File: src/rtl/romulus_pdi_feeder_pkg.sv
// ---------------------------------------------------------------------------
// romulus_pdi_feeder_pkg
// Shared definitions for the Romulus PDI feeder:
//   - FSM state encoding
//   - block geometry (words per block, bytes per block)
//   - lane that carries the padding length byte
//   - clamp_size(): maps a 3-bit byte count onto 0..4
// ---------------------------------------------------------------------------
package romulus_pdi_feeder_pkg;

  localparam int         WORDS_PER_BLK = 4;
  localparam logic [4:0] BLK_BYTES     = 5'd16;
  // Lane 0 is pdi[7:0]; on word 3 it holds byte 15, the padding length byte.
  localparam int         PAD_LEN_LANE  = 0;

  typedef enum logic [2:0] {
    ST_IDLE,
    ST_LOAD,
    ST_PAD,
    ST_START,
    ST_WAIT,
    ST_DONE
  } state_t;

  // Sizes above 4 cannot describe a 32-bit word; treat them as a full word.
  function automatic logic [2:0] clamp_size(input logic [2:0] size);
    return (size > 3'd4) ? 3'd4 : size;
  endfunction

endpackage

File: src/rtl/romulus_pdi_feeder_if.sv
// ---------------------------------------------------------------------------
// romulus_pdi_feeder_if
// Input word bus feeding the PDI feeder.
//   bdi        32  input word, byte 0 in bdi[31:24]
//   bdi_valid   1  word present
//   bdi_size    3  valid bytes (0..4, MSB-aligned), meaningful with bdi_last
//   bdi_last    1  final word of the message
//   bdi_ready   1  word taken when bdi_valid & bdi_ready
// Modports: master = word source, slave = feeder.
// ---------------------------------------------------------------------------
interface romulus_pdi_feeder_if;

  logic [31:0] bdi;
  logic        bdi_valid;
  logic [2:0]  bdi_size;
  logic        bdi_last;
  logic        bdi_ready;

  modport master (
    output bdi,
    output bdi_valid,
    output bdi_size,
    output bdi_last,
    input  bdi_ready
  );

  modport slave (
    input  bdi,
    input  bdi_valid,
    input  bdi_size,
    input  bdi_last,
    output bdi_ready
  );

endinterface

File: src/rtl/romulus_pad_lane.sv
// ---------------------------------------------------------------------------
// romulus_pad_lane
// Combinational per-word byte masking and Romulus padding.
//   bdi        in  32  raw input word
//   size       in   3  valid bytes of a last word
//   last       in   1  word is the final message word
//   pad        in   1  emitting a padding word (no data at all)
//   wcnt       in   2  word position in the block
//   bcnt_prev  in   5  data bytes already in the block
//   pdi        out 32  masked/padded word
//   data_mask  out  4  lanes carrying real data (bit3 = bits [31:24])
//   bcnt_total out  5  data bytes in the block including this word
// ---------------------------------------------------------------------------
module romulus_pad_lane
  import romulus_pdi_feeder_pkg::*;
(
  input  logic [31:0] bdi,
  input  logic [2:0]  size,
  input  logic        last,
  input  logic        pad,
  input  logic [1:0]  wcnt,
  input  logic [4:0]  bcnt_prev,
  output logic [31:0] pdi,
  output logic [3:0]  data_mask,
  output logic [4:0]  bcnt_total
);

  logic [2:0] nbytes;
  logic       len_byte;

  // Only the last word may be short; earlier words always count as 4 bytes.
  assign nbytes     = pad ? 3'd0 : (last ? clamp_size(size) : 3'd4);
  assign bcnt_total = bcnt_prev + {2'b00, nbytes};
  // A short block carries its data length in byte 15.
  assign len_byte   = (wcnt == 2'd3) && (bcnt_total < BLK_BYTES);

  generate
    for (genvar gi = 0; gi < 4; gi++) begin : g_byte
      // Byte gi of the word lives in lane 3-gi.
      localparam int LANE = 3 - gi;
      logic is_data;

      assign is_data         = (3'(gi) < nbytes);
      assign data_mask[LANE] = is_data;

      if (LANE == PAD_LEN_LANE) begin : g_len
        assign pdi[LANE*8 +: 8] = is_data  ? bdi[LANE*8 +: 8] :
                                  len_byte ? {3'b000, bcnt_total} : 8'h00;
      end else begin : g_plain
        assign pdi[LANE*8 +: 8] = is_data ? bdi[LANE*8 +: 8] : 8'h00;
      end
    end
  endgenerate

endmodule

File: src/rtl/romulus_pdi_feeder.sv
// ---------------------------------------------------------------------------
// romulus_pdi_feeder
// Producer side of the 32-bit Romulus state-update path. Takes message or
// ciphertext words from the bus, builds 128-bit blocks of four words with
// Romulus padding, and sequences each block against the SKINNY core.
//   clk          in   clock, rising edge
//   rst          in   asynchronous active-low reset
//   dec_mode     in   1 = decryption, sampled with msg_start
//   msg_start    in   1-cycle pulse in IDLE to begin a message
//   bdi_bus      slave modport of romulus_pdi_feeder_if
//   skinny_done  in   1-cycle pulse: block cipher finished
//   pdi          out  padded word toward the state update
//   decrypt      out  per-lane pdo select (bit3 = bits [31:24])
//   enc, se      out  state-register enable / shift-enable, high per word
//   blk_start    out  1-cycle pulse after the 4th word of a block
//   blk_full     out  with blk_start: block holds 16 data bytes
//   msg_done     out  1-cycle pulse after the last block completes
// ---------------------------------------------------------------------------
module romulus_pdi_feeder
  import romulus_pdi_feeder_pkg::*;
#(
  parameter int NWORDS = 4,
  parameter int FFTYPE = 1
) (
  input  logic                       clk,
  input  logic                       rst,
  input  logic                       dec_mode,
  input  logic                       msg_start,
  romulus_pdi_feeder_if.slave        bdi_bus,
  input  logic                       skinny_done,
  output logic [31:0]                pdi,
  output logic [3:0]                 decrypt,
  output logic                       enc,
  output logic                       se,
  output logic                       blk_start,
  output logic                       blk_full,
  output logic                       msg_done
);

  // Index of the final word in a block; only NWORDS = 4 is meaningful.
  localparam logic [1:0] WCNT_LAST = 2'(NWORDS - 1);

  // The state-register flavour does not change the feeder's behaviour.
  generate
    if (FFTYPE != 0) begin : g_ff_style_reg
    end else begin : g_ff_style_cg
    end
  endgenerate

  state_t     state_reg, state_next;
  logic [1:0] wcnt_reg,  wcnt_next;
  logic [4:0] bcnt_reg,  bcnt_next;
  logic       last_reg,  last_next;
  logic       dec_reg,   dec_next;

  logic        emit;
  logic [31:0] lane_pdi;
  logic [3:0]  lane_mask;
  logic [4:0]  bcnt_total;

  romulus_pad_lane u_pad_lane (
    .bdi        (bdi_bus.bdi),
    .size       (bdi_bus.bdi_size),
    .last       (bdi_bus.bdi_last),
    .pad        (state_reg == ST_PAD),
    .wcnt       (wcnt_reg),
    .bcnt_prev  (bcnt_reg),
    .pdi        (lane_pdi),
    .data_mask  (lane_mask),
    .bcnt_total (bcnt_total)
  );

  always_ff @(posedge clk or negedge rst) begin
    if (!rst) begin
      state_reg <= ST_IDLE;
      wcnt_reg  <= 2'd0;
      bcnt_reg  <= 5'd0;
      last_reg  <= 1'b0;
      dec_reg   <= 1'b0;
    end else begin
      state_reg <= state_next;
      wcnt_reg  <= wcnt_next;
      bcnt_reg  <= bcnt_next;
      last_reg  <= last_next;
      dec_reg   <= dec_next;
    end
  end

  always_comb begin
    state_next        = state_reg;
    wcnt_next         = wcnt_reg;
    bcnt_next         = bcnt_reg;
    last_next         = last_reg;
    dec_next          = dec_reg;
    bdi_bus.bdi_ready = 1'b0;
    emit              = 1'b0;
    blk_start         = 1'b0;
    blk_full          = 1'b0;
    msg_done          = 1'b0;

    case (state_reg)
      ST_IDLE: begin
        if (msg_start) begin
          state_next = ST_LOAD;
          wcnt_next  = 2'd0;
          bcnt_next  = 5'd0;
          last_next  = 1'b0;
          dec_next   = dec_mode;
        end
      end

      ST_LOAD: begin
        bdi_bus.bdi_ready = 1'b1;
        if (bdi_bus.bdi_valid) begin
          emit      = 1'b1;
          wcnt_next = wcnt_reg + 2'd1;
          bcnt_next = bcnt_total;
          last_next = last_reg | bdi_bus.bdi_last;
          if (wcnt_reg == WCNT_LAST) begin
            state_next = ST_START;
          end else if (bdi_bus.bdi_last) begin
            state_next = ST_PAD;
          end
        end
      end

      ST_PAD: begin
        emit      = 1'b1;
        wcnt_next = wcnt_reg + 2'd1;
        if (wcnt_reg == WCNT_LAST) begin
          state_next = ST_START;
        end
      end

      ST_START: begin
        blk_start  = 1'b1;
        blk_full   = (bcnt_reg == BLK_BYTES);
        state_next = ST_WAIT;
      end

      ST_WAIT: begin
        // The bus stays stalled here even on the skinny_done cycle.
        if (skinny_done) begin
          if (last_reg) begin
            state_next = ST_DONE;
          end else begin
            state_next = ST_LOAD;
            bcnt_next  = 5'd0;
          end
        end
      end

      ST_DONE: begin
        msg_done   = 1'b1;
        state_next = ST_IDLE;
      end

      default: state_next = ST_IDLE;
    endcase
  end

  // Outputs are zero whenever no word is being emitted.
  assign pdi     = emit ? lane_pdi : 32'h0;
  assign decrypt = emit ? ({4{dec_reg}} & lane_mask) : 4'b0000;
  assign enc     = emit;
  assign se      = emit;

endmodule
File: src/flat_wrapper.sv
// flat-port wrapper written by rule: the top's interface ports become plain ports
module romulus_pdi_feeder_flat import romulus_pdi_feeder_pkg::*;
#(
  parameter int NWORDS = 4,
  parameter int FFTYPE = 1
)
  (clk, rst, dec_mode, msg_start, skinny_done, pdi, decrypt, enc, se, blk_start, blk_full, msg_done, bdi_bus_bdi, bdi_bus_bdi_valid, bdi_bus_bdi_size, bdi_bus_bdi_last, bdi_bus_bdi_ready);
  romulus_pdi_feeder_if bdi_bus_i ();
  input  logic clk;
  input  logic rst;
  input  logic dec_mode;
  input  logic msg_start;
  input  logic skinny_done;
  output logic [31:0] pdi;
  output logic [3:0] decrypt;
  output logic enc;
  output logic se;
  output logic blk_start;
  output logic blk_full;
  output logic msg_done;
  input wire logic [$bits(bdi_bus_i.bdi)-1:0] bdi_bus_bdi;
  input wire logic [$bits(bdi_bus_i.bdi_valid)-1:0] bdi_bus_bdi_valid;
  input wire logic [$bits(bdi_bus_i.bdi_size)-1:0] bdi_bus_bdi_size;
  input wire logic [$bits(bdi_bus_i.bdi_last)-1:0] bdi_bus_bdi_last;
  output wire logic [$bits(bdi_bus_i.bdi_ready)-1:0] bdi_bus_bdi_ready;
  assign bdi_bus_i.bdi = bdi_bus_bdi;
  assign bdi_bus_i.bdi_valid = bdi_bus_bdi_valid;
  assign bdi_bus_i.bdi_size = bdi_bus_bdi_size;
  assign bdi_bus_i.bdi_last = bdi_bus_bdi_last;
  assign bdi_bus_bdi_ready = bdi_bus_i.bdi_ready;
  romulus_pdi_feeder #(.NWORDS(NWORDS), .FFTYPE(FFTYPE)) u_core (.clk(clk), .rst(rst), .dec_mode(dec_mode), .msg_start(msg_start), .bdi_bus(bdi_bus_i), .skinny_done(skinny_done), .pdi(pdi), .decrypt(decrypt), .enc(enc), .se(se), .blk_start(blk_start), .blk_full(blk_full), .msg_done(msg_done));
endmodule
File: config.mk
export PLATFORM = sky130hd
export DESIGN_NAME = romulus_pdi_feeder_flat
export DESIGN_NICKNAME = d
export VERILOG_FILES = /design/src/rtl/romulus_pdi_feeder_pkg.sv /design/src/rtl/romulus_pdi_feeder_if.sv /design/src/rtl/romulus_pad_lane.sv /design/src/rtl/romulus_pdi_feeder.sv /design/src/flat_wrapper.sv
export SDC_FILE = /design/constraint.sdc
export NUM_CORES = 1
export LEC_CHECK = 0
export ABC_AREA = 0
export BUFFER_PORTS_ARGS = -buffer_cell sky130_fd_sc_hd__buf_2
export CORE_ASPECT_RATIO = 2
export CORE_UTILIZATION = 37
export DETAILED_ROUTE_END_ITERATION = 16
export GPL_TIMING_DRIVEN = 1
export PLACE_DENSITY = 0.77
export SYNTH_ARGS = -nofsm -noshare
export SYNTH_HDL_FRONTEND = slang
export SYNTH_SLANG_ARGS = --single-unit
File: constraint.sdc
create_clock -name clk -period 4.6 [get_ports clk]
set_input_delay 1.38 -clock clk [delete_from_list [all_inputs] [get_ports clk]]
set_output_delay 1.38 -clock clk [all_outputs]
set_load 0.1 [all_outputs]
Yosys cells after proc, flatten, opt, wreduce, memory -nomap -nowiden:

Index checks and enable logic that the tools add are counted.

* $add $sub $neg: 2
* $lt $le $gt $ge: 6
* equal/unequal tests: 13
* mux-type cells: 35
* bitwise logic cells: 2
* reductions and logical operators: 10

Operator list (number)
* $mux W32: 1
* $mux W8: 4
* $mux W3: 10
* $mux W5: 5
* $pmux W3 S5: 1
* $pmux W5 S3: 1
* $reduce_and A5 Y1: 2
* $ne A2 B2 Y1 const B: 4
* $mux W1: 7
* $eq A3 B2 Y1 const B: 2
* $eq A3 B3 Y1 const B: 2
* $lt A1 B3 Y1 const A: 2
* $lt A2 B3 Y1 const A: 2
* $pmux W2 S3: 1
* $reduce_and A3 Y1: 2
* $reduce_bool A3 Y1: 2
* $add A5 B3 Y5: 1
* $eq A5 B5 Y1 const B: 1
* $lt A5 B5 Y1 const B: 1
* $and A4 B4 Y4: 1
* $mux W2: 2
* $mux W4: 1
* $pmux W1 S2: 2
* $eq A3 B1 Y1 const B: 1
* 10 further kinds: 10

* bits in registers: 12
* input bits: 42
* output and inout bits: 42
* word-level logic and storage cells: 73

Depth between registers and ports, before layout:

Gate-level depths: netlist of run 1.

* depth after elaboration: 10
* mapped depth: 11
* gate-level depth less buffers: 9

Modules after synthesis:

A second synthesis of run 1 with hierarchy kept.

* cell total of the unflattened synthesis: 173
* area, all modules: 1437.6 um^2

By module, submodules not included
* romulus_pdi_feeder: instances 1, cells each 101, area each 914.6 um^2, seq. area each 300.3 um^2
* romulus_pad_lane: instances 1, cells each 72, area each 523.0 um^2, seq. area each 0.0 um^2

Least setup slack after synthesis of run 1:

No wires, ideal clock.

* path kind: input to output
* start point: in bdi_bus_bdi_last
* end point: out pdi[2]
* data arrival time: 4.378 ns
* data required time: 3.220 ns
* path slack: -1.158 ns
* stages: 9
* buffers on the path: 1
* cell sequence: nor2b_1 -> nor2_1 -> clkbuf_1 -> ha_1 -> a21o_1 -> a22o_1 -> nor3b_1 -> a32oi_1 -> nor2_1

* longest elaborated chain between the ends: 8
* elaborated cells between the ends (all ways): 9
* classes of those cells: add/sub: 1; order compare: 2; mux: 5; reduce/logical: 1

RTL lines
* from (decl): line flat_wrapper.sv:24 `input wire logic [$bits(bdi_bus_i.bdi_last)-1:0] bdi_bus_bdi_last;`
* $mux W3 (*) (2 in series): line romulus_pad_lane.sv:32 `assign nbytes = pad ? 3'd0 : (last ? clamp_size(size) : 3'd4);`
* $add A5 B3 Y5: line romulus_pad_lane.sv:33 `assign bcnt_total = bcnt_prev + {2'b00, nbytes};`
* $lt A5 B5 Y1: line romulus_pad_lane.sv:35 `assign len_byte = (wcnt == 2'd3) && (bcnt_total < BLK_BYTES);`
* $logic_and A1 B1 Y1: line romulus_pad_lane.sv:35
* $mux W5: line romulus_pad_lane.sv:48 `len_byte ? {3'b000, bcnt_total} : 8'h00;`
* $mux W8 (*): line romulus_pad_lane.sv:47 `assign pdi[LANE*8 +: 8] = is_data ? bdi[LANE*8 +: 8] :`
* $mux W32 (*): line romulus_pdi_feeder.sv:163 `assign pdi = emit ? lane_pdi : 32'h0;`
* to (decl): line flat_wrapper.sv:14 `output logic [31:0] pdi;`

Mark *: on every way between the ends. The rest lies on a longest branch, timed or not.

Final worst setup path of run 1:

* start point: in bdi_bus_bdi_last
* end point: out pdi[3]

The elaborated chain is that of the path after synthesis.

==> flow_metrics.py, run 1 <==
metrics = {
    "yosys": {
        "synth_xor_area_share_pct": 1.48,
        "synth_top_area_share_pct": 25.5,
        "synth.net_count": 197,
        "synth_fa_ha_area_share_pct": 4.24,
        "synth_edf_count": 0,
        "syn_area_per_cell_um2": 7.81,
        "synth_area_leaders": "dfrtp_1 (25%), and2_1 (14%), nor2_1 (5.1%), a22o_1 (4.5%), and3_1 (4.2%)",
        "synth_flop_cell": "dfrtp_1",
        "synth_top_family_by_area": "simple AND/OR/NAND/NOR gates",
        "yosysWarningCount": 0,
        "synth_compound_area_share_pct": 23.3,
        "synthCells": 151,
        "synth.distinct_cells": 42,
        "synth-simple-area-share_pct": 37.8,
        "synthMuxAreaShare_pct": 2.65,
        "synth_area_um2": 1180,
        "async_reset_ff_share_pct": 100,
        "synth_commonest_cells": "and2_1 (27), nor2_1 (16), dfrtp_1 (12), and3_1 (8), a21oi_1 (7)",
        "synth_seq_area_share_pct": 25.5,
        "yosys.area.top_type": "dfrtp_1",
        "yosysMostFrequentCell": "and2_1",
        "synth-seq-cells": 12,
    },
    "worst_hold_path": {
        "whs_path_depth": 1,
        "min_to": "u_core.wcnt_reg[0]$_DFFE_PN0P_",
        "hold_path_class": "flip-flop to flip-flop",
        "hp-start": "u_core.wcnt_reg[0]$_DFFE_PN0P_",
    },
    "grt": {
        "grt_pass1_wl_um": 6440,
        "overflow": 0,
        "antenna_found_initial": 0,
        "grt_max_degree": 15,
        "grt_pass1_vias": 1490,
        "grt.total_usage_pct": 24.4,
    },
    "routing": {
        "postRouteAntennaNets": 0,
        "drtIter0Drc": 47,
        "drtPass1Iterations": 4,
        "wl_per_cell_um": 15.0,
        "wl_um": 4090,
        "routed_via_density": 5.65,
        "vias": 1536,
        "remaining_drc_errors": 0,
    },
    "critical_path": {
        "critPathMaxStageDelay_ps": 280,
        "r2r_setup_slack_ps": 2270,
        "path_class": "input port to output pin",
        "r2r-end": "u_core.bcnt_reg[3]$_DFFE_PN0P_",
        "r2r_cells": 8,
        "crit_arrival_ps": 3330,
        "cp_cell_sequence": "buf_6 > nor2b_4 > and3_4 > xor2_1 > ha_2 > a21o_1 > a22o_1 > nor3b_4 > and3_1 > a32o_2 > buf_12",
        "cp_max_fo": 4,
        "r2r_start": "u_core.state_reg[0]$_DFFE_PN0P_",
        "cp-end-kind": "output pin",
        "crit_path_top_delay_cell": "nor3b_4",
        "startpoint_type": "input port",
        "worstPathRequired_ps": 3220,
    },
    "cts": {
        "clk_pin_slew_ps": 50,
        "clock-sinks": 12,
        "cts.path.max_buffers": 2,
        "root_buffer": "clkbuf_8",
        "cts_tree": "done",
        "h-tree-depth": 1,
        "cts_buffers": 3,
        "hold_buffers": 0,
        "clk_latency_ps": 240,
    },
    "placed_design": {
        "place.gp.congestion": 0.906,
        "place_ws_ps": -154,
        "dp_hpwl_um": 3330,
        "portBuffers": 83,
    },
    "floorplan": {
        "start_util_pct": 39.6,
        "fp.dieW_um": 41.9,
        "ios": 84,
        "dieArea_um2": 3430,
        "die_y_um": 81.9,
        "rows": 28,
        "core_area_um2": 2980,
    },
    "final_layout": {
        "area_growth_pct": 71.4,
        "drive_above_1_share_pct": 48.3,
        "largest_reg_flops": 5,
        "final-seq-area_um2": 300,
        "multi_input_area_um2": 917,
        "fillers": 229,
        "fin_nets": 290,
        "diodes": 0,
        "utilization_pct": 67.9,
    },
    "timing": {
        "finalMaxSlewViolations": 0,
        "finalHoldViolations": 0,
        "setup_ws_ps": -105,
        "min_period_ps": 4710,
        "rsz0062_at_grt": "yes",
        "relSlewSlack_pct": 64.7,
        "tightest_slew_ps": 528,
        "fin_skew_ps": 2.06,
        "max_freq_ghz": 0.213,
        "post-route-period-util_pct": 102,
        "setup_violations": 4,
    },
    "run_status": {
        "violations": "negative setup slack",
        "status": "finished, violations left",
    },
    "run": {
        "maxCapViolCount": 0,
    },
}
-- area by class of cell --
class,instances,share of cell area [%]
tap,30,1.86
multi-input combinational,125,45.4
timing repair buffer,96,34.8
sequential,12,14.9
clock buffer,3,2.04
inverter,6,1.11
-- layout by cell type, fill, tap and decap left out, types with 2 or more instances in the layout --
master	Yosys	layout
o21ai_0	4	4
buf_2	3	70
buf_12	0	12
a22o_1	6	6
nor2_4	0	2
nor2b_1	5	4
nor3_1	3	3
clkbuf_8	0	3
mux2i_1	2	2
a21o_1	2	2
a21oi_1	7	7
nor2_2	0	2
buf_6	0	2
buf_4	1	12
nor2_1	16	12
ha_4	0	2
and3_1	8	6
a32oi_2	0	2
o21a_1	2	2
and3_4	0	2
nand2_1	6	6
o211ai_1	2	2
inv_1	6	6
nand3_1	5	5
dfrtp_1	12	12
and2_1	27	27
-- logic make-up after synthesis --
| logic type | after synthesis |
|---|---|
| buffers and inverters | 14 |
| adder cells (fa/ha/maj) | 4 |
| multiplexers | 3 |
| flip-flops | 12 |
| XOR/XNOR | 2 |
| AO/OA/AOI/OAI | 37 |
| AND/OR/NAND/NOR | 79 |
-- what timing repair did --
item	CTS	global route
buffers inserted	1	2
pin swaps	10	11
setup endpoints to repair	4	4
gates resized for setup	7	1
-- worst max-delay path by stage --
stage                                  from    endpoint  slack [ps]  cells after the start
final                      bdi_bus_bdi_last      pdi[3]        -110                     11
after global routing       bdi_bus_bdi_last      pdi[3]        -200                     11
after CTS                  bdi_bus_bdi_last      pdi[3]         -70                     11
after detailed placement   bdi_bus_bdi_last      pdi[3]        -150                     11
after global placement     bdi_bus_bdi_last      pdi[3]        -100                     11
after floorplan           bdi_bus_bdi_valid  decrypt[3]        -650                      5
-- routing by layer --
| metal | track usage (%) | up-vias | wire [um] | part of all wire [%] |
|---|---|---|---|---|
| li1 | - | 723 | - | - |
| met1 | 22.4 | 707 | 1360 | 33 |
| met2 | 47.5 | 85 | 2260 | 55 |
| met3 | 2.64 | 21 | 240 | 5.9 |
| met4 | 18.4 | 0 | 229 | 5.6 |
| met5 | 0 | - | 0 | 0 |
-- critical path, delay by kind of cell --
family | cells | cell delay (ps)
buffers and inverters | 2 | 250
XOR/XNOR | 1 | 70
AO/OA/AOI/OAI | 3 | 540
AND/OR/NAND/NOR | 4 | 890
adder cells (fa/ha/maj) | 1 | 190
-- metrics by stage --
stage                     instance area (um2)  std cells  TNS (ps)  hold WS (ps)
after floorplan                          1260        151     -2940           446
after global placement                   1900        266      -324           460
after detailed placement                 1900        266      -514           471
after CTS                                2000        270      -204           478
after global routing                     2020        272      -708           515
final                                    2020        272      -263           486
Power of run 1 is not shown: default switching activity piles up to over one toggle a cycle in this logic, so the estimate is an artifact.
==> run 2, diff against run 1 <==
--- a/config.mk
+++ b/config.mk
@@ -8,10 +8,11 @@
 export ABC_AREA = 0
 export BUFFER_PORTS_ARGS = -buffer_cell sky130_fd_sc_hd__buf_2
 export CORE_ASPECT_RATIO = 2
-export CORE_UTILIZATION = 37
+export CORE_UTILIZATION = 38
+export CTS_BUF_LIST = sky130_fd_sc_hd__clkbuf_4 sky130_fd_sc_hd__clkbuf_8
 export DETAILED_ROUTE_END_ITERATION = 16
 export GPL_TIMING_DRIVEN = 1
-export PLACE_DENSITY = 0.77
+export PLACE_DENSITY = 0.78
 export SYNTH_ARGS = -nofsm -noshare
 export SYNTH_HDL_FRONTEND = slang
 export SYNTH_SLANG_ARGS = --single-unit
==> run 2 against run 1 <==
  * Critical endpoint unchanged
  * Sequential share of layout area decreased by 1.1 points
  * Non-clock buffer count grew 1
  * The flow still finishes with violations (negative setup slack)
  * First-iteration DRC count fell by 4.3%
  * Global-route usage rose by 2.2 points
==> flow_metrics.py, run 2 (synthesized netlist as in run 1, its figures left out) <==
metrics = {
    "cts": {
        "h-tree-depth": 1,
        "cts_tree": "done",
        "clk_pin_slew_ps": 50,
        "clock-sinks": 12,
        "clk_latency_ps": 240,
        "cts_buffers": 3,
        "root_buffer": "clkbuf_8",
        "cts.path.max_buffers": 2,
        "hold_buffers": 0,
    },
    "timing": {
        "setup_ws_ps": -152,
        "relSlewSlack_pct": 67.5,
        "finalHoldViolations": 0,
        "post-route-period-util_pct": 103,
        "min_period_ps": 4750,
        "tightest_slew_ps": 487,
        "finalMaxSlewViolations": 0,
        "fin_skew_ps": 1.87,
        "max_freq_ghz": 0.210,
        "setup_violations": 4,
        "rsz0062_at_grt": "yes",
        "worst_hold_slack_ps": 501,
    },
    "worst_hold_path": {
        "hp-start": "u_core.wcnt_reg[0]$_DFFE_PN0P_",
        "hold_path_class": "flip-flop to flip-flop",
    },
    "critical_path": {
        "critPathLaunch": "bdi_bus_bdi_last",
        "path_common_cell": "and3_4",
        "startpoint_type": "input port",
        "crit_buf_inv": 2,
        "cp-end-kind": "output pin",
        "crit_arrival_ps": 3370,
        "cp_max_fo": 4,
        "worstPathRequired_ps": 3220,
        "crit_path_top_delay_cell": "nor3b_4",
        "critPathMaxStageDelay_ps": 290,
        "cp_cell_sequence": "buf_6 > nor2b_4 > and3_4 > xor2_4 > ha_4 > a21o_1 > a22o_1 > nor3b_4 > and3_4 > a32o_2 > buf_12",
        "crit_family": "simple AND/OR/NAND/NOR gates",
        "r2r_start": "u_core.state_reg[0]$_DFFE_PN0P_",
        "path_class": "input port to output pin",
    },
    "routing": {
        "routed_via_density": 5.77,
        "vias": 1575,
        "remaining_drc_errors": 0,
        "wl_um": 4430,
        "wl_per_cell_um": 16.2,
        "drtIter0Drc": 45,
        "drtPass1Iterations": 4,
        "postRouteAntennaNets": 0,
    },
    "grt": {
        "antenna_found_initial": 0,
        "overflow": 0,
        "grt_pass1_vias": 1629,
        "grt_max_degree": 15,
        "grt_pass1_wl_um": 6900,
        "grt.total_usage_pct": 26.7,
    },
    "floorplan": {
        "start_util_pct": 40.1,
        "rows": 28,
        "ios": 84,
        "die_y_um": 80.8,
        "core_area_um2": 2940,
        "dieArea_um2": 3350,
        "fp.dieW_um": 41.4,
    },
    "run": {
        "maxCapViolCount": 0,
    },
    "placed_design": {
        "portBuffers": 83,
        "dp_hpwl_um": 3510,
        "place.gp.congestion": 0.927,
        "placed_cell_area_um2": 2030,
    },
    "final_layout": {
        "largest_reg_flops": 5,
        "diodes": 0,
        "drive_above_1_share_pct": 49.0,
        "layout_common_cells": "buf_2 (61), and2_1 (27), buf_12 (20)",
        "final_common_cell": "buf_2",
        "design_area_um2": 2190,
        "area_growth_pct": 85.3,
        "fin_nets": 291,
    },
    "run_status": {
        "status": "finished, violations left",
        "violations": "negative setup slack",
    },
}
run 2: per-stage QoR:
| step | setup slack, ps | util (%) | instances | TNS [ps] |
|---|---|---|---|---|
| finish | -152 | 74.3 | 273 | -446 |
| floorplan | -650 | - | 151 | -2940 |
| detailed placement | -157 | 69.1 | 266 | -479 |
| global route | -202 | 74.3 | 273 | -700 |
| global placement | -106 | 69.1 | 266 | -337 |
| CTS | -79.1 | 73.3 | 272 | -132 |
run 2: layout make-up:
class / count / area, um2
clock buffer: 3 / 41.3
fill: 225 / 757
inverter: 6 / 22.5
multi-input combinational: 125 / 943
sequential: 12 / 300
tap: 30 / 37.5
timing repair buffer: 97 / 841
run 2: what timing repair did:
action,in CTS,in global routing
setup endpoints to repair,4,4
buffers inserted,3,1
gates resized for setup,10,3
pin swaps,11,10
run 2: path summary, 6_finish.rpt:
check | endpoint | slack, ps | cells after the start
setup / recovery | pdi[3] | -150 | 11
hold / removal | u_core.wcnt_reg[0]$_DFFE_PN0P_ | 500 | 1
setup reg to reg | u_core.bcnt_reg[3]$_DFFE_PN0P_ | 2120 | 9
hold reg to reg | u_core.wcnt_reg[0]$_DFFE_PN0P_ | 500 | 1
max in group asynchronous | u_core.bcnt_reg[1]$_DFFE_PN0P_ | 3370 | 1
min in group asynchronous | u_core.state_reg[0]$_DFFE_PN0P_ | 1010 | 1
run 2: per-layer routing:
metal / part of all wire [%] / GRT usage [%] / vias up
li1: - / - / 730
met1: 32 / 23.1 / 705
met2: 54 / 52.0 / 116
met3: 8.0 / 3.78 / 24
met4: 6.2 / 21.0 / 0
met5: 0 / 0 / -
Power of run 2 is left out for the same reason.
==> run 3, diff against run 2 <==
--- a/config.mk
+++ b/config.mk
@@ -8,11 +8,12 @@
 export ABC_AREA = 0
 export BUFFER_PORTS_ARGS = -buffer_cell sky130_fd_sc_hd__buf_2
 export CORE_ASPECT_RATIO = 2
-export CORE_UTILIZATION = 38
+export CORE_UTILIZATION = 40
 export CTS_BUF_LIST = sky130_fd_sc_hd__clkbuf_4 sky130_fd_sc_hd__clkbuf_8
 export DETAILED_ROUTE_END_ITERATION = 16
 export GPL_TIMING_DRIVEN = 1
-export PLACE_DENSITY = 0.78
+export PLACE_DENSITY = 0.77
 export SYNTH_ARGS = -nofsm -noshare
 export SYNTH_HDL_FRONTEND = slang
+export SYNTH_HIERARCHICAL = 1
 export SYNTH_SLANG_ARGS = --single-unit
==> run 3 against run 2 <==
  * The run still ends with negative setup slack left
  * Sequential share of layout area shrank 2.3 points
  * Via count up 4.0%
  * Worst setup slack improved by 130 ps
  * Wire length grew 13%
  * Hold slack improved by 29 ps
  * Non-clock buffer count unchanged
  * Flip-flop and latch count is the same
  * Critical path type unchanged
  * Highest routed layer unchanged
==> flow_metrics.py, run 3 <==
metrics = {
    "timing": {
        "worst_hold_slack_ps": 529,
        "setup_ws_ps": -20.6,
        "finalHoldViolations": 0,
        "setup_violations": 1,
        "tightest_slew_ps": 947,
        "min_period_ps": 4620,
        "setup_tns_ps": -20.6,
        "rsz0062_at_grt": "yes",
        "post-route-period-util_pct": 100,
        "fin_skew_ps": 1.55,
        "finalMaxSlewViolations": 0,
        "max_freq_ghz": 0.216,
        "relSlewSlack_pct": 36.9,
    },
    "floorplan": {
        "ios": 84,
        "dieArea_um2": 3850,
        "start_util_pct": 42.1,
        "die_y_um": 86.8,
        "rows": 30,
        "core_area_um2": 3420,
        "fp.dieW_um": 44.4,
    },
    "yosys": {
        "synth.distinct_cells": 45,
        "synth_area_um2": 1440,
        "synth.net_count": 220,
        "synth_area_leaders": "dfrtp_1 (21%), and2_1 (20%), and2_4 (6.1%), and3_1 (5.2%), ha_1 (3.5%)",
        "yosys.area.top_type": "dfrtp_1",
        "synth_top_area_share_pct": 20.9,
        "synth_seq_area_share_pct": 20.9,
        "synthCells": 173,
        "syn_area_per_cell_um2": 8.31,
        "yosysWarningCount": 6,
        "synth_commonest_cells": "and2_1 (46), and3_1 (12), dfrtp_1 (12), nor2_1 (12), and2_4 (10)",
        "async_reset_ff_share_pct": 100,
        "synth-seq-cells": 12,
        "synth_flop_cell": "dfrtp_1",
        "yosysMostFrequentCell": "and2_1",
        "synth_edf_count": 0,
    },
    "final_layout": {
        "final_common_cell": "buf_2",
        "area_growth_pct": 82.6,
        "diodes": 0,
        "fillers": 200,
        "layout_common_cells": "buf_2 (45), and2_1 (42), buf_12 (38)",
        "fin_nets": 310,
        "design_area_um2": 2630,
        "drive_above_1_share_pct": 52.7,
        "largest_reg_flops": 5,
        "utilization_pct": 76.8,
    },
    "grt": {
        "grt_max_degree": 25,
        "grt_pass1_wl_um": 7360,
        "overflow": 0,
        "grt.total_usage_pct": 25.7,
        "antenna_found_initial": 0,
        "grt_pass1_vias": 1587,
    },
    "placed_design": {
        "dp_hpwl_um": 3850,
        "portBuffers": 83,
        "placed_cell_area_um2": 2500,
        "place.gp.congestion": 0.813,
    },
    "pwr": {
        "power.total_mw": 2.10,
        "cellLeakagePower_nw": 1.26,
        "ir_drop_mv": 0.651,
        "power.density_nw_per_um2": 800,
    },
    "critical_path": {
        "worstPathRequired_ps": 3220,
        "crit_arrival_ps": 3240,
        "cp-end-kind": "output pin",
        "crit_path_top_delay_cell": "ha_4",
        "critPathMaxStageDelay_ps": 310,
        "cp_max_fo": 5,
        "path_common_cell": "buf_4",
        "cp_cell_sequence": "buf_2 > buf_4 > nor2b_4 > buf_4 > nor2_2 > ha_4 > nand3_1 > and3_1 > o41ai_2 > and2_4 > buf_12",
        "path_class": "input port to output pin",
        "startpoint_type": "input port",
    },
    "routing": {
        "wl_um": 5010,
        "drtIter0Drc": 46,
        "remaining_drc_errors": 0,
        "routed_via_density": 5.28,
        "drtPass1Iterations": 4,
        "postRouteAntennaNets": 0,
        "vias": 1638,
        "wl_per_cell_um": 16.2,
    },
    "cts": {
        "clk_pin_slew_ps": 50,
        "clock-sinks": 12,
        "cts_tree": "done",
        "cts_buffers": 3,
        "h-tree-depth": 1,
        "hold_buffers": 0,
        "root_buffer": "clkbuf_8",
        "clk_latency_ps": 240,
        "cts.path.max_buffers": 2,
    },
    "worst_hold_path": {
        "hold_path_class": "flip-flop to flip-flop",
    },
    "run": {
        "maxCapViolCount": 0,
    },
    "run_status": {
        "status": "finished, violations left",
        "violations": "negative setup slack",
    },
}
run 3: path summary, 6_finish.rpt:
| check | startpoint | endpoint | slack [ps] | depth (start not counted) |
|---|---|---|---|---|
| max reg2reg | u_core/state_reg[0]$_DFFE_PN0P_ | u_core/bcnt_reg[4]$_DFFE_PN0P_ | 2030 | 9 |
| max in group asynchronous | rst | u_core/bcnt_reg[1]$_DFFE_PN0P_ | 3380 | 1 |
| min in group asynchronous | rst | u_core/bcnt_reg[4]$_DFFE_PN0P_ | 1010 | 1 |
| min reg2reg | u_core/wcnt_reg[1]$_DFFE_PN0P_ | u_core/wcnt_reg[1]$_DFFE_PN0P_ | 530 | 1 |
| min | u_core/wcnt_reg[1]$_DFFE_PN0P_ | u_core/wcnt_reg[1]$_DFFE_PN0P_ | 530 | 1 |
| max | bdi_bus_bdi_size[2] | pdi[3] | -20 | 11 |
run 3: cell families (layout without fill, tap and decap cells):
group,Yosys count,after routing,synth area share (%)
AOI/OAI and AO/OA,24,24,14.1
xor gates and xnor gates,1,1,0.609
adders and majority gates,5,5,4.87
buffers and inverters,17,106,7.66
DFF,12,12,20.9
muxes,7,7,5.05
and+or+nand+nor,107,107,46.8
run 3: final cells by class:
class	instances	area [um2]	area share [%]
clock buffer	4	55.1	2.10
inverter	5	18.8	0.715
tap	48	60.1	2.29
multi-input combinational	144	1100	41.9
timing repair buffer	97	1090	41.6
sequential	12	300	11.4
run 3: stage by stage:
stage | worst slack (ps) | cells
after floorplan | -59.5 | 173
after global placement | -57.9 | 305
after detailed placement | -125 | 305
after CTS | 5.46 | 309
after global routing | -108 | 310
final | -20.6 | 310
run 3: power by group:
part / total, mW / switching [mW] / internal (mW)
sequential: 0.221 / 0.0705 / 0.150
combinational: 1.76 / 1.14 / 0.629
clock: 0.115 / 0.0393 / 0.0756
run 3: what timing repair did:
action,4_1_cts,5_1_grt
gates cloned,0,0
resized for setup,7,5
endpoints found under the setup margin,4,4
pin swaps,1,8
setup buffers,0,1
hold endpoints to repair,0,0
run 3: per-layer routing:
layer | global-route usage [%] | wire, um | vias up | part of all wire [%]
met2 | 51.7 | 3050 | 95 | 61
met1 | 23.5 | 1510 | 770 | 30
met3 | 2.29 | 301 | 14 | 6.0
met5 | 0 | 0 | - | 0
met4 | 12.1 | 153 | 0 | 3.1
li1 | - | - | 759 | -
run 3: worst max-delay path: cells and delay by family:
family | cells | cell delay, ps
and+or+nand+nor | 5 | 680
adders and majority gates | 1 | 310
buffers and inverters | 4 | 570
AOI/OAI and AO/OA | 1 | 300
Note: power is estimated with default switching activity, not from simulation.
